### src/rtl/unit_pool_arbiter.sv
// unit_pool_arbiter
// Round-robin arbiter that feeds four requesters into a pool of two shared
// execution-unit slots. Each slot holds an operand for HOLD cycles, captures
// the unit result, and presents it as a response. Responses from the two
// slots are arbitrated with a one-bit round-robin register. Once a response
// is shown and stalled, the same slot stays presented until it is accepted.

module unit_pool_arbiter #(
    parameter int N_REQ = 4,
    parameter int W     = 8,
    parameter int HOLD  = 3
) (
    input  logic               clk,
    input  logic               reset,
    input  logic [N_REQ-1:0]   io_req_valid,
    output logic [N_REQ-1:0]   io_req_ready,
    input  logic [N_REQ*W-1:0] io_req_data,
    output logic [2*W-1:0]     io_unit_in,
    input  logic [2*W-1:0]     io_unit_out,
    output logic               io_resp_valid,
    input  logic               io_resp_ready,
    output logic [W-1:0]       io_resp_data,
    output logic [1:0]         io_resp_src,
    output logic               io_resp_unit
);

    localparam logic [1:0] ST_IDLE = 2'd0;
    localparam logic [1:0] ST_BUSY = 2'd1;
    localparam logic [1:0] ST_DONE = 2'd2;

    // Counter reload value: a slot spends HOLD-1 decrement cycles plus one
    // capture cycle in BUSY.
    localparam logic [3:0] HOLD_M1 = 4'(HOLD - 1);

    // Per-slot state
    logic [1:0]   state_r   [0:1];
    logic [W-1:0] operand_r [0:1];
    logic [1:0]   src_r     [0:1];
    logic [3:0]   cnt_r     [0:1];
    logic [W-1:0] result_r  [0:1];

    // Arbitration state
    logic [1:0] rr_ptr_r;
    logic       resp_rr_r;
    logic       lock_r;
    logic       lock_sel_r;

    // Combinational decode
    logic [1:0]   slot_idle_s;
    logic [1:0]   slot_done_s;
    logic         win_found_s;
    logic [1:0]   winner_s;
    logic         grant_s;
    logic         slot_sel_s;
    logic [W-1:0] win_data_s;
    logic         resp_sel_s;
    logic         resp_valid_s;
    logic         resp_fire_s;

    // Request arbitration: round-robin search from rr_ptr, lowest idle slot wins
    always_comb begin
        win_found_s    = 1'b0;
        winner_s       = 2'd0;
        slot_idle_s[0] = (state_r[0] == ST_IDLE);
        slot_idle_s[1] = (state_r[1] == ST_IDLE);
        for (int i = 0; i < N_REQ; i++) begin
            if (!win_found_s && io_req_valid[rr_ptr_r + 2'(i)]) begin
                win_found_s = 1'b1;
                winner_s    = rr_ptr_r + 2'(i);
            end else begin
                win_found_s = win_found_s;
            end
        end
        grant_s    = win_found_s & (|slot_idle_s);
        slot_sel_s = slot_idle_s[0] ? 1'b0 : 1'b1;
        win_data_s = io_req_data[int'(winner_s)*W +: W];
        if (grant_s) begin
            io_req_ready = {{(N_REQ-1){1'b0}}, 1'b1} << winner_s;
        end else begin
            io_req_ready = {N_REQ{1'b0}};
        end
    end

    // Response selection: a stalled response keeps its slot; otherwise the
    // single DONE slot, or resp_rr when both are DONE
    always_comb begin
        slot_done_s[0] = (state_r[0] == ST_DONE);
        slot_done_s[1] = (state_r[1] == ST_DONE);
        if (lock_r) begin
            resp_sel_s = lock_sel_r;
        end else if (slot_done_s[0] && slot_done_s[1]) begin
            resp_sel_s = resp_rr_r;
        end else if (slot_done_s[1]) begin
            resp_sel_s = 1'b1;
        end else begin
            resp_sel_s = 1'b0;
        end
        resp_valid_s = |slot_done_s;
        resp_fire_s  = resp_valid_s & io_resp_ready;
    end

    // Slot FSMs: capture on grant, count down while BUSY, release on response
    always_ff @(posedge clk) begin
        if (reset) begin
            for (int k = 0; k < 2; k++) begin
                state_r[k]   <= ST_IDLE;
                operand_r[k] <= {W{1'b0}};
                src_r[k]     <= 2'd0;
                cnt_r[k]     <= 4'd0;
                result_r[k]  <= {W{1'b0}};
            end
        end else begin
            for (int k = 0; k < 2; k++) begin
                case (state_r[k])
                    ST_IDLE: begin
                        if (grant_s && (slot_sel_s == k[0])) begin
                            operand_r[k] <= win_data_s;
                            src_r[k]     <= winner_s;
                            cnt_r[k]     <= HOLD_M1;
                            state_r[k]   <= ST_BUSY;
                        end
                    end
                    ST_BUSY: begin
                        if (cnt_r[k] != 4'd0) begin
                            cnt_r[k] <= cnt_r[k] - 4'd1;
                        end else begin
                            result_r[k] <= io_unit_out[k*W +: W];
                            state_r[k]  <= ST_DONE;
                        end
                    end
                    ST_DONE: begin
                        if (resp_fire_s && (resp_sel_s == k[0])) begin
                            state_r[k] <= ST_IDLE;
                        end
                    end
                    default: begin
                        state_r[k] <= ST_IDLE;
                    end
                endcase
            end
        end
    end

    // Request pointer advances past the winner on every grant
    always_ff @(posedge clk) begin
        if (reset) begin
            rr_ptr_r <= 2'd0;
        end else if (grant_s) begin
            rr_ptr_r <= winner_s + 2'd1;
        end
    end

    // Response round-robin toggle and stall lock
    always_ff @(posedge clk) begin
        if (reset) begin
            resp_rr_r  <= 1'b0;
            lock_r     <= 1'b0;
            lock_sel_r <= 1'b0;
        end else if (resp_fire_s) begin
            resp_rr_r <= ~resp_rr_r;
            lock_r    <= 1'b0;
        end else if (resp_valid_s) begin
            lock_r     <= 1'b1;
            lock_sel_r <= resp_sel_s;
        end
    end

    assign io_unit_in    = {operand_r[1], operand_r[0]};
    assign io_resp_valid = resp_valid_s;
    assign io_resp_data  = result_r[resp_sel_s];
    assign io_resp_src   = src_r[resp_sel_s];
    assign io_resp_unit  = resp_sel_s;

endmodule

### config.mk
export PLATFORM = sky130hd
export DESIGN_NAME = unit_pool_arbiter
export DESIGN_NICKNAME = d
export VERILOG_FILES = /design/src/rtl/unit_pool_arbiter.sv
export SDC_FILE = /design/constraint.sdc
export NUM_CORES = 1
export LEC_CHECK = 0
export ABC_CLOCK_PERIOD_IN_PS = 2800
export BUFFER_PORTS_ARGS = -buffer_cell sky130_fd_sc_hd__clkbuf_2
export CELL_PAD_IN_SITES_DETAIL_PLACEMENT = 0
export CELL_PAD_IN_SITES_GLOBAL_PLACEMENT = 1
export CORE_AREA = 2 2 84 86
export DETAILED_ROUTE_END_ITERATION = 10
export DIE_AREA = 0 0 86 88
export PLACE_DENSITY_LB_ADDON = 0.1
export SYNTH_ARGS = -nofsm -noshare
export SYNTH_HDL_FRONTEND = slang
export SYNTH_SLANG_ARGS = --single-unit
### constraint.sdc
create_clock -name clk -period 2.8 [get_ports clk]
set_input_delay 0.56 -clock clk [delete_from_list [all_inputs] [get_ports clk]]
set_output_delay 0.56 -clock clk [all_outputs]
set_load 0.01 [all_outputs]
==> results.txt, run 1 <==
The run finished with clean final reports. The area growth from synthesis to layout is 22.6%. For the pin with the worst max-slew slack, the measured transition is 0.979 ns. The maximum number of pins on one net before global-route repair is 17. The worst clock skew is 0.00706 ns.

The switching power came out at 1070 uW. The vertical extent of the die came out at 88 um. The number of warnings reported in the yosys synthesis log came out at 0. The routability congestion estimate is 0.772. The synthesized design contains 53 register bits. The count of maximum capacitance violations is 0.

The setup fix buffers added after clock tree synthesis is 0. The global-route wire length before repair came out at 8480 um. In the routed design, unresolved DRC markers number 0.

In the synthesized netlist the dominant register cell turns out to be sky130_fd_sc_hd__edfxtp_1. The number of enable-type register cells in the synthesized netlist is 47. The time the worst path needs with I/O delays and setup is 2.56 ns. The vias per cell is 4.87. The worst endpoint data arrival time is 2.00 ns. After clock tree synthesis, the flow added hold-fix buffers numbering 0. The largest single stage delay on the critical path is 0.50 ns. The number of distinct library cell variants in the gate-level netlist after synthesis came out at 46. The cell area that synthesis handed to floorplanning was 0.00271 sq mm. The critical path is of the flop to output port type.

The standard cell area after detailed placement is 0.00323 sq mm. The share of the cycle needed by the critical path after routing is 91.5%. The number of endpoints with negative hold slack in the final report is 0.

The half-perimeter wire length of the detailed placement result is 4130 um. The slowest cell on the critical path is sky130_fd_sc_hd__edfxtp_1. The die covers 0.00757 sq mm. Overall power consumption after layout is estimated at 2970 uW. CTS built an H-tree with a depth of 2. The worst IR drop on VDD is 0.469 mV. The switching part of the total came out at 36.1%. The area of the core is 0.00664 sq mm. Synthesis produced a netlist whose cell count is 219.

The via count came out at 1906. Combinational cells account for 41.1% of the total power. The average instance area after synthesis came out at 12.4 sq um. The finished cells cover 0.00332 sq mm. For this design the static power due to leakage is 0.00149 uW. The later-pin clock latency in the skew report came out at 0.31 ns. The number of global-route vias before repair is 1771. Clock tree synthesis found a total of 53 sinks. The number of buffers between clock root and the deepest sink came out at 2. The number of diodes added for antenna fixing came out at 0. The width of the die is 86 um. After floorplanning, the core was divided into 30 placement rows. The critical path goes through nand2b_1 > nor2_1 > o41ai_4 > buf_4 > mux2_1 > clkbuf_2. The post-route netlist has 35.4% of its cells at a drive strength greater than 1. The total instance count after detailed placement is 383. The tightest min-delay check is of the flop to flop type. The logic depth of the worst path, buffers included came out at 6.

The startpoint kind of the worst setup timing path is a flop. The number of antenna-violating nets in the routed design came out at 0. The total routing usage reported by global routing came out at 14.6%.

The final setup violation count came out at 0. The total power density per cell area came out at 893 mW/mm^2. The net count of the finished layout came out at 373.

Cells fill 50.0% of the core in the end. The highest clock rate is 390 MHz. Setup repair after global routing left no endpoint under its margin. The non-filler instance count after layout came out at 391. The number of DRC markers in iteration 0 came out at 90. For this configuration, the core starts out at a cell density of 40.8%.

Summed over all layers, the routed wires come to 5370 um. The internal power came out at 1890 uW. The register area share after synthesis is 56.5%. The share of total power in the clock network is 14.8%. The highest fanout seen on the critical path came out at 10.

The part of the total power dissipated in sequential elements came out at 44.1%. The depth of the worst register-to-register path is 6. The net count after synthesis is 282. The number of antenna violations at the first check in global routing was 0. Clock-pin slew was measured on the worst setup and hold paths at 0.10 ns. The max-slew violation total from the final report came out at 0. The count of buffers added on input and output ports is 86. The worst path buffer plus inverter count is 2. At the worst endpoint, the required time is 2.24 ns.

Headroom to the max-slew limit came out at 34.5%. Before antenna repair, the detailed router went through 4 iterations. The setup TNS is 0 ns. TritonCTS built the clock tree. The worst setup path is captured at an output port. The global route total overflow is 0. The I/O pin count is 87. The number of resized instances in the post-cts repair step is 0. The cell sitting at the root of the clock tree is a sky130_fd_sc_hd__clkbuf_8.

The routed length per instance is 13.7 um. The number of instances on the worst hold path is 2. Broken down by cell family, the worst path's largest delay share belongs to flip-flops. TritonCTS created 5 clock buffers. The share of async-settable or async-resettable flops after synthesis is 0%.
## cells by family after synthesis
| kind of cell | synth area share, % |
|---|---|
| multiplexers | 10.4 |
| flip-flops | 56.5 |
| XOR/XNOR | 1.62 |
| AND/OR/NAND/NOR | 15.0 |
| adder cells (fa/ha/maj) | 3.70 |
| AO/OA/AOI/OAI | 9.47 |
| buffers and inverters | 3.23 |
## layer usage
layer  global-route usage [%]  vias to the layer above  share of wire, %
met5                        0                        -                 0
met4                     4.76                        0               1.4
met3                     5.28                        6               7.7
met2                     23.7                       71                47
met1                     18.2                      856                44
li1                         -                      973                 -
## worst min-delay path, stage by stage (launching register included)
cell and delay, ns:
sky130_fd_sc_hd__dfxtp_1 0.35, sky130_fd_sc_hd__mux2i_1 0.07, sky130_fd_sc_hd__nor2_1 0.07
## sequential cells by signal (all words and copies together) (netlist names)
signal      cells
cnt_r           8
lock_r          1
lock_sel_r      1
operand_r      16
resp_rr_r       1
result_r       16
rr_ptr_r        2
src_r           4
state_r         4
## synthesized netlist by cell type (2+ instances only)
cell type                  instances  share of area, %
sky130_fd_sc_hd__edfxtp_1         47                52
sky130_fd_sc_hd__nor2_1           23               3.2
sky130_fd_sc_hd__nor2b_1          20               4.6
sky130_fd_sc_hd__mux2i_1          17               6.3
sky130_fd_sc_hd__inv_1             9               1.2
sky130_fd_sc_hd__o22ai_1           9               2.1
sky130_fd_sc_hd__ha_1              8               3.7
sky130_fd_sc_hd__mux2_1            8               3.3
sky130_fd_sc_hd__dfxtp_1           6               4.4
sky130_fd_sc_hd__nand2_1           6              0.83
sky130_fd_sc_hd__nand2b_1          6               1.4
sky130_fd_sc_hd__a21oi_1           5              0.92
sky130_fd_sc_hd__and2_1            5               1.2
sky130_fd_sc_hd__xnor2_1           4               1.3
sky130_fd_sc_hd__a211oi_1          3              0.83
sky130_fd_sc_hd__a21o_1            3              0.83
sky130_fd_sc_hd__nor3_1            3              0.55
sky130_fd_sc_hd__o21ai_1           3              0.55
sky130_fd_sc_hd__buf_4             2              0.55
sky130_fd_sc_hd__buf_6             2              0.83
sky130_fd_sc_hd__clkbuf_1          2              0.28
sky130_fd_sc_hd__mux2_2            2              0.83
sky130_fd_sc_hd__o21a_1            2              0.55
sky130_fd_sc_hd__o21ai_0           2              0.37
## area by class of cell
| class | instances | area (sq um) |
|---|---|---|
| fill | 618 | 3320 |
| clock inverter | 2 | 15.0 |
| inverter | 10 | 37.5 |
| sequential | 53 | 1530 |
| tap | 80 | 100 |
| multi-input combinational | 149 | 1100 |
| timing repair buffer | 91 | 468 |
| clock buffer | 6 | 72.6 |
## power groups by stage
stage	sequential [uW]	clock (uW)	combinational (uW)
2_1_floorplan	1350	0	802
3_3_place_gp	1330	0	1230
3_5_place_dp	1330	0	1240
4_1_cts	1310	447	1250
5_1_grt	1350	473	1370
6_report	1310	438	1220
## metrics by stage
step / hold slack [ns] / setup WS [ns]
after CTS: 0.512 / 0.201
after detailed placement: 0.486 / 0.423
after global placement: 0.479 / 0.430
final: 0.516 / 0.237
after global routing: 0.541 / 0.134
after floorplan: 0.460 / 0.550
## worst paths after layout
check	slack, ns	to	start
setup / recovery	0.24	io_resp_data[1]	state_r[0][1]
hold / removal	0.52	lock_sel_r	lock_sel_r
setup reg to reg	0.62	result_r[1][0]	cnt_r[1][0]
hold reg to reg	0.52	lock_sel_r	lock_sel_r
## placed cells by master (no fill, tap or decap), drive strengths merged, types with 4 or more instances in the layout
cell	synthesis	final
o21ai	5	5
xnor2	4	4
clkbuf	2	92
ha	8	8
mux2	10	10
nand2b	7	7
nand2	7	7
edfxtp	47	47
dfxtp	6	6
nor2	23	23
a21oi	5	5
and2	5	5
o22ai	9	9
inv	10	10
nor2b	21	21
mux2i	17	17
buf	5	5
(Power assumes the default switching activity.)
==> inputs of run 2 (changes only) <==
==> config.mk (replaced) <==
export PLATFORM = sky130hd
export DESIGN_NAME = unit_pool_arbiter
export DESIGN_NICKNAME = d
export VERILOG_FILES = /design/src/rtl/unit_pool_arbiter.sv
export SDC_FILE = /design/constraint.sdc
export NUM_CORES = 1
export LEC_CHECK = 0
export ABC_CLOCK_PERIOD_IN_PS = 2300
export BUFFER_PORTS_ARGS = -buffer_cell sky130_fd_sc_hd__buf_2
export CELL_PAD_IN_SITES_DETAIL_PLACEMENT = 0
export CELL_PAD_IN_SITES_GLOBAL_PLACEMENT = 1
export CORE_AREA = 2 2 90 92
export DETAILED_ROUTE_END_ITERATION = 10
export DIE_AREA = 0 0 92 94
export PLACE_DENSITY_LB_ADDON = 0.1
export SYNTH_ARGS = -nofsm -noshare
export SYNTH_HDL_FRONTEND = slang
export SYNTH_SLANG_ARGS = --single-unit
==> constraint.sdc (replaced) <==
create_clock -name clk -period 2.3 [get_ports clk]
set_input_delay 0.46 -clock clk [delete_from_list [all_inputs] [get_ports clk]]
set_output_delay 0.46 -clock clk [all_outputs]
set_load 0.01 [all_outputs]
==> results.txt, run 2 (synthesis gave the netlist of run 1 again) <==
The kind of cell with the highest combined delay along the critical path is flip-flops. The non-filler instance count after layout is 428 (+9.5%). The number of endpoints with negative hold slack in the final report came out at 0 (unchanged). The switching part of the total came out at 34.8% (-1.3 points). The highest layer touched by signal routing is met4.

The number of instances on the worst hold path came out at 2 (unchanged). The initial cell density of the core is 35.6% (-5.2 points). The net count of the finished layout came out at 388 (+4.0%).

The row count came out at 32 (+6.7%). The worst max-slew margin expressed relative to the limit came out at 59.3% (+25 points). Tracing the worst setup path back leads to its startpoint at state_r[0][1]. The vertical extent of the die is 94 um (+6.8%). The final worst-path setup slack is -0.0116 ns (-0.248 ns). The routed length on met1 came out at 2650 um (+13%). The highest clock rate came out at 433 MHz. The worst clock skew came to 0.00615 ns (-0.000908 ns). The highest fanout seen on the critical path was 6 (-4). The time the worst path needs with I/O delays and setup is 2.31 ns. The total routing usage reported by global routing was 13.8% (-0.76 points). The combinational power share was 45.4% (+4.3 points). The final wirelength is 5740 um (+6.9%). The total instance count after detailed placement came out at 414 (+8.1%).

The full die area was 0.00865 sq mm (+14%). The global-route wire length before repair is 9410 um (+11%). The amount of wire on met3 after detailed routing came out at 319 um (-23%). The via count came out at 1944 (+2.0%). In the layout the commonest cells are 79 x sky130_fd_sc_hd__buf_2, 47 x sky130_fd_sc_hd__edfxtp_1, 21 x sky130_fd_sc_hd__nor2_1.

Setup repair after global routing could not meet its margin everywhere. The routed length per instance is 13.4 um (-2.3%). The width of the die came out at 92 um (+7.0%). The total of hold buffers inserted after clock tree synthesis is 0 (unchanged). The CTS root buffer is sky130_fd_sc_hd__clkbuf_8. The switching power came out at 1340 uW (+25%). The internal power is 2510 uW (+32%). The count of filler cells inserted in the layout is 726 (+17%).

The number of antenna-violating nets in the routed design came out at 0 (unchanged). The vias per cell is 4.54 (-6.8%). The half-perimeter wire length of the detailed placement result is 4260 um (+3.1%). The largest stage delay on the critical path came to 0.40 ns (-0.10 ns). The startpoint identified for the worst register-to-register timing path is state_r[1][1]. TritonCTS built the clock tree. The endpoint identified for the worst register-to-register timing path is cnt_r[1][2].

The number of buffers inserted by port buffering is 86 (unchanged). The checks that failed: negative setup slack. The worst path buffer plus inverter count is 2 (unchanged). The detailed route wirelength on metal2 came out at 2690 um (+6.2%).

The start point of the worst hold path is io_unit_out[8]. The area of the core came to 0.00761 sq mm (+15%). The total power density per cell area is 1090 mW/mm^2 (+22%). The layout overhead on the synthesized area came out at 30.4%. The routability congestion estimate is 0.729 (-5.5%). The depth of the worst register-to-register path came out at 6 (unchanged). The global route total overflow is 0 (unchanged). The H-tree depth is 2 (unchanged). The number of diodes added for antenna fixing came to 0 (unchanged).

The post-route standard cell area excluding fillers is 0.00353 sq mm (+6.4%). Walking the worst path, the cells encountered are nand2b_1 > nor2_2 > o41ai_4 > buf_6 > mux2_2 > buf_6. The number of antenna violations at the first check in global routing was 0 (unchanged).

The worst hold path terminates at result_r[1][0]. The final setup violation count came out at 4 (+4). The part of the total power dissipated in sequential elements came to 40.9% (-3.2 points).

Leaving out fill and tap cells, the most frequent cell in the layout is sky130_fd_sc_hd__buf_2. The standard cell area after detailed placement is 0.00333 sq mm (+2.9%). The worst IR drop on VDD is 0.438 mV (-6.6%).

The number of global-route vias before repair is 1906 (+7.6%). The flow ran to the end, but the final reports show violations. The clock-pin slew reported for the worst setup and hold paths after clock tree synthesis is 0.09 ns (about the same).

The critical path required time was 1.84 ns (-0.40 ns). The number of buffers created by CTS is 5 (unchanged). The overall power is 3840 uW (+30%). The worst-margin pin slew is 0.609 ns (-0.370 ns).

The number of sinks handled by clock tree synthesis is 53 (unchanged). The I/O pin count came out at 87 (unchanged). The count of maximum capacitance violations is 0 (unchanged).

The number of buffers between clock root and the deepest sink came out at 2 (unchanged). The proportion of layout cells with a drive suffix above 1 is 41.1% (+5.7 points). The number of iterations in the first detailed-routing pass came out at 4 (unchanged). The worst endpoint data arrival time came to 1.85 ns (-0.15 ns). The path class of the tightest hold or removal check is input port to flop. The max-slew violation total from the final report came out at 0 (unchanged).

The DRC violation count after routing is 0 (unchanged). The slowest stage of the critical path belongs to the cell sky130_fd_sc_hd__edfxtp_1. The startpoint kind of the worst setup timing path is a flop.

The setup path with the least slack is of type flop to output port. The share of the cycle needed by the critical path after routing came out at 101%. The later-pin clock latency in the skew report was 0.31 ns (about the same). STA classifies the critical path endpoint as an output port. The share of total power in the clock network came out at 13.7% (-1.1 points).

The number of DRC markers in iteration 0 is 34 (-62%). The reg-to-reg setup timing slack came out at 0.35 ns (-0.27 ns). The largest registers in the layout are operand_r (16), result_r (16), cnt_r (8). Among the stages of the critical path, the cell type that occurs most often is sky130_fd_sc_hd__buf_6. The leakage component of the power is 0.00159 uW (+6.9%).

The maximum number of pins on one net before global-route repair came out at 17 (unchanged).
[run 2: changes by cell type in the layout (fill, tap and decap cells not counted), moves of 5 or more]
cell | previous run | this run
sky130_fd_sc_hd__buf_6 | 0 | 8
sky130_fd_sc_hd__buf_2 | 0 | 79
sky130_fd_sc_hd__clkbuf_2 | 86 | 0
sky130_fd_sc_hd__buf_4 | 5 | 19
sky130_fd_sc_hd__mux2_1 | 8 | 3
sky130_fd_sc_hd__mux2_4 | 0 | 5
[run 2: area by class of cell]
class / instances / area [sq um] / area share (%)
multi-input combinational: 149 / 1120 / 31.7
sequential: 53 / 1530 / 43.4
clock buffer: 6 / 72.6 / 2.05
tap: 102 / 128 / 3.61
timing repair buffer: 106 / 628 / 17.8
inverter: 10 / 37.5 / 1.06
clock inverter: 2 / 13.8 / 0.390
[run 2: timing repair]
action / in CTS / in global routing
pin swaps: 0 / 2
endpoints found under the setup margin: 10 / 30
setup buffers: 4 / 1
cloned: 1 / 0
gates resized for setup: 14 / 4
[run 2: stage by stage]
step,TNS (ns),worst slack (ns),hold WS [ns],util (%)
floorplan,0,0.250,0.460,-
global route,-0.834,-0.105,0.438,46.4
global placement,0,0.158,0.474,43.8
CTS,-0.253,-0.0407,0.442,46.2
detailed placement,0,0.152,0.486,43.8
finish,-0.0223,-0.0116,0.444,46.4
[run 2: power groups by stage]
stage          sequential (uW)  clock [uW]  combinational, uW
6_report                  1570         527               1740
5_1_grt                   1610         582               1930
4_1_cts                   1570         541               1750
3_5_place_dp              1590           0               1580
3_3_place_gp              1590           0               1590
2_1_floorplan             1650           0                976
[run 2: worst max path at each step]
| stage | slack [ns] | to | cells after the start |
|---|---|---|---|
| after floorplan | 0.25 | io_req_ready[1] | 8 |
| after global placement | 0.16 | io_req_ready[3] | 8 |
| after detailed placement | 0.15 | io_req_ready[1] | 8 |
| after CTS | -0.04 | io_resp_src[1] | 6 |
| after global routing | -0.11 | io_resp_data[5] | 6 |
| final | -0.01 | io_resp_src[1] | 6 |
[run 2: per-layer routing]
layer / vias to the layer above / global-route usage (%)
met5: - / 0
met4: 0 / 5.22
met3: 6 / 3.29
met2: 63 / 22.3
met1: 876 / 18.1
li1: 999 / -
==> inputs of run 3 (changes only) <==
--- a/config.mk
+++ b/config.mk
@@ -12,7 +12,7 @@
 export CORE_AREA = 2 2 90 92
 export DETAILED_ROUTE_END_ITERATION = 10
 export DIE_AREA = 0 0 92 94
-export PLACE_DENSITY_LB_ADDON = 0.1
+export PLACE_DENSITY = 0.85
 export SYNTH_ARGS = -nofsm -noshare
 export SYNTH_HDL_FRONTEND = slang
 export SYNTH_SLANG_ARGS = --single-unit
==> results.txt, run 3 (synthesis gave the netlist of run 1 again) <==
The flow ran to the end, but the final reports show violations. The checks that failed: negative setup slack. The highest clock rate came out at 432 MHz (-0.10%). The maximum number of pins on one net before global-route repair is 19 (+2). The time the worst path needs with I/O delays and setup is 2.31 ns (+0.00242 ns). The worst endpoint data arrival time came out at 1.85 ns (about the same). The number of global-route vias before repair came to 1963 (+3.0%). The path class of the tightest hold or removal check is input port to flop.

The share of total power in the clock network is 13.5% (-0.2 points). The amount of wire on met3 after detailed routing came out at 372 um (+17%). The via count came out at 1954 (+0.51%).

The total of hold buffers inserted after clock tree synthesis is 0 (unchanged). The worst clock skew came out at 0.00914 ns (+0.00299 ns). The number of sinks handled by clock tree synthesis was 53 (unchanged). The number of buffers created by CTS is 5 (unchanged). The I/O pin count is 87 (unchanged).

The count of maximum capacitance violations came out at 0 (unchanged). Setup repair after global routing could not meet its margin everywhere. The net count of the finished layout was 388 (unchanged). The final worst-path setup slack was -0.0140 ns (-0.00242 ns). The width of the die is 92 um (unchanged). The worst IR drop on VDD is 0.511 mV (+17%).

The total power density per cell area is 1100 mW/mm^2 (+0.87%). The minimum setup slack after placement is 0.123 ns (-0.0292 ns). In the final layout, the registers with the most flip-flops are operand_r (16), result_r (16), cnt_r (8). The DRC violation count after routing came to 0 (unchanged).

The final wirelength is 5510 um (-3.9%). The H-tree depth came out at 2 (unchanged). The share of the cycle needed by the critical path after routing is 101% (+0.11 points). The worst setup path is launched from a flop. The global route total overflow came to 0 (unchanged). The final setup violation count came out at 3 (-1). The overall power came out at 3950 uW (+2.9%). The number of antenna-violating nets in the routed design came out at 0 (unchanged). The highest fanout seen on the critical path is 4 (-2). The proportion of layout cells with a drive suffix above 1 came out at 42.3% (+1.2 points). The library cell used most frequently in the layout, excluding fill and tap cells, is sky130_fd_sc_hd__buf_2. STA classifies the critical path endpoint as an output port.

The number of DRC markers in iteration 0 came out at 39 (+15%). The half-perimeter wire length of the detailed placement result came to 4060 um (-4.6%). The routed length on met1 came to 2450 um (-7.4%). The switching power is 1350 uW (+1.3%). The initial cell density of the core came to 35.6% (unchanged).

The row count came to 32 (unchanged). The vertical extent of the die came to 94 um (unchanged). The number of buffers between clock root and the deepest sink is 2 (unchanged). The later-pin clock latency in the skew report is 0.30 ns (about the same). The worst-margin pin slew came to 0.587 ns (-0.0220 ns). The library cells used most frequently in the layout, excluding fill and tap cells, are 77 x sky130_fd_sc_hd__buf_2, 47 x sky130_fd_sc_hd__edfxtp_1, 21 x sky130_fd_sc_hd__nor2_1. The total routing usage reported by global routing came to 12.8% (-1.0 points). The count of filler cells inserted in the layout is 733 (+0.96%). The number of buffers inserted by port buffering came out at 86 (unchanged). The post-route standard cell area excluding fillers is 0.00360 sq mm (+2.0%). The part of the total power dissipated in sequential elements came out at 39.9% (-1.0 points).

The standard cell area after detailed placement is 0.00333 sq mm (about the same). The register area is 0.00153 sq mm (about the same). The tree is rooted in a sky130_fd_sc_hd__clkbuf_8. The switching part of the total came out at 34.3% (-0.55 points).

The layout overhead on the synthesized area came out at 33.0%. The clock-pin slew reported for the worst setup and hold paths after clock tree synthesis is 0.10 ns (about the same). The leakage component of the power came to 0.00162 uW (+1.6%). The routability congestion estimate is 0.747 (+2.4%).

The critical path is of the flop to output port type. In this run the top signal layer used is met4. The number of iterations in the first detailed-routing pass came to 4 (unchanged). The utilization after layout is 47.4% (+0.92 points). The worst max-slew margin expressed relative to the limit is 60.8% (+1.5 points). The global-route wire length before repair was 8780 um (-6.7%). The detailed route wirelength on metal2 is 2640 um (-1.9%).

The routed length per instance came out at 12.9 um (-3.9%). The worst hold margin is 0.448 ns (+0.00443 ns). The full die area came out at 0.00865 sq mm (unchanged).

The vias per cell came out at 4.57 (+0.51%). The CTS tree is built. The number of diodes added for antenna fixing is 0 (unchanged). The critical path required time is 1.84 ns (about the same). The area used by multi-input combinational logic was 0.00114 sq mm (+1.9%).

The internal power came out at 2600 uW (+3.7%). The max-slew violation total from the final report is 0 (unchanged). The number of antenna violations at the first check in global routing is 0 (unchanged). The area of the core is 0.00761 sq mm (unchanged). The combinational power share came out at 46.6% (+1.2 points). The number of endpoints with negative hold slack in the final report came to 0 (unchanged).
[run 3: what timing repair did]
item / 4_1_cts / 5_1_grt
buffers inserted: 3 / 4
endpoints found under the setup margin: 12 / 28
pin swaps: 1 / 1
resized for setup: 3 / 20
gates cloned: 0 / 1
[run 3: power by group through the flow]
stage	registers, uW	logic (uW)	clock network, uW
finish	1580	1840	533
global route	1610	2030	583
CTS	1580	1650	556
detailed placement	1590	1590	0
global placement	1590	1570	0
floorplan	1650	976	0
[run 3: area by class of cell]
type | instances | share of cell area (%)
tap | 102 | 3.54
timing repair buffer | 106 | 18.6
clock inverter | 3 | 0.694
inverter | 10 | 1.04
multi-input combinational | 149 | 31.7
clock buffer | 5 | 1.91
sequential | 53 | 42.5
[run 3: worst paths after layout]
| path | from | endpoint | slack, ns | cells after the start |
|---|---|---|---|---|
| hold reg to reg | lock_sel_r | lock_sel_r | 0.51 | 2 |
| setup / recovery | state_r[0][1] | io_resp_src[1] | -0.01 | 7 |
| hold / removal | io_unit_out[13] | result_r[1][5] | 0.45 | 2 |
| setup reg to reg | state_r[0][1] | operand_r[0][2] | 0.36 | 7 |
[run 3: stage by stage]
| step | setup TNS, ns | std cells |
|---|---|---|
| after floorplan | 0 | 219 |
| after global placement | 0 | 412 |
| after detailed placement | 0 | 412 |
| after CTS | -0.865 | 423 |
| after global routing | -0.620 | 428 |
| final | -0.0178 | 428 |
[run 3: metal layers]
metal  track usage [%]  up-vias
met4              4.10        0
met1              16.5      879
li1                  -     1006
met3              3.29        2
met5                 0        -
met2              21.2       67
[run 3: critical path: stages, from the launching register on]
cell and delay, ns:
sky130_fd_sc_hd__edfxtp_1 0.40, sky130_fd_sc_hd__nand2b_1 0.13, sky130_fd_sc_hd__nor2_2 0.06, sky130_fd_sc_hd__o41ai_4 0.21, sky130_fd_sc_hd__buf_6 0.17, sky130_fd_sc_hd__buf_4 0.12, sky130_fd_sc_hd__mux2_2 0.33, sky130_fd_sc_hd__buf_6 0.12
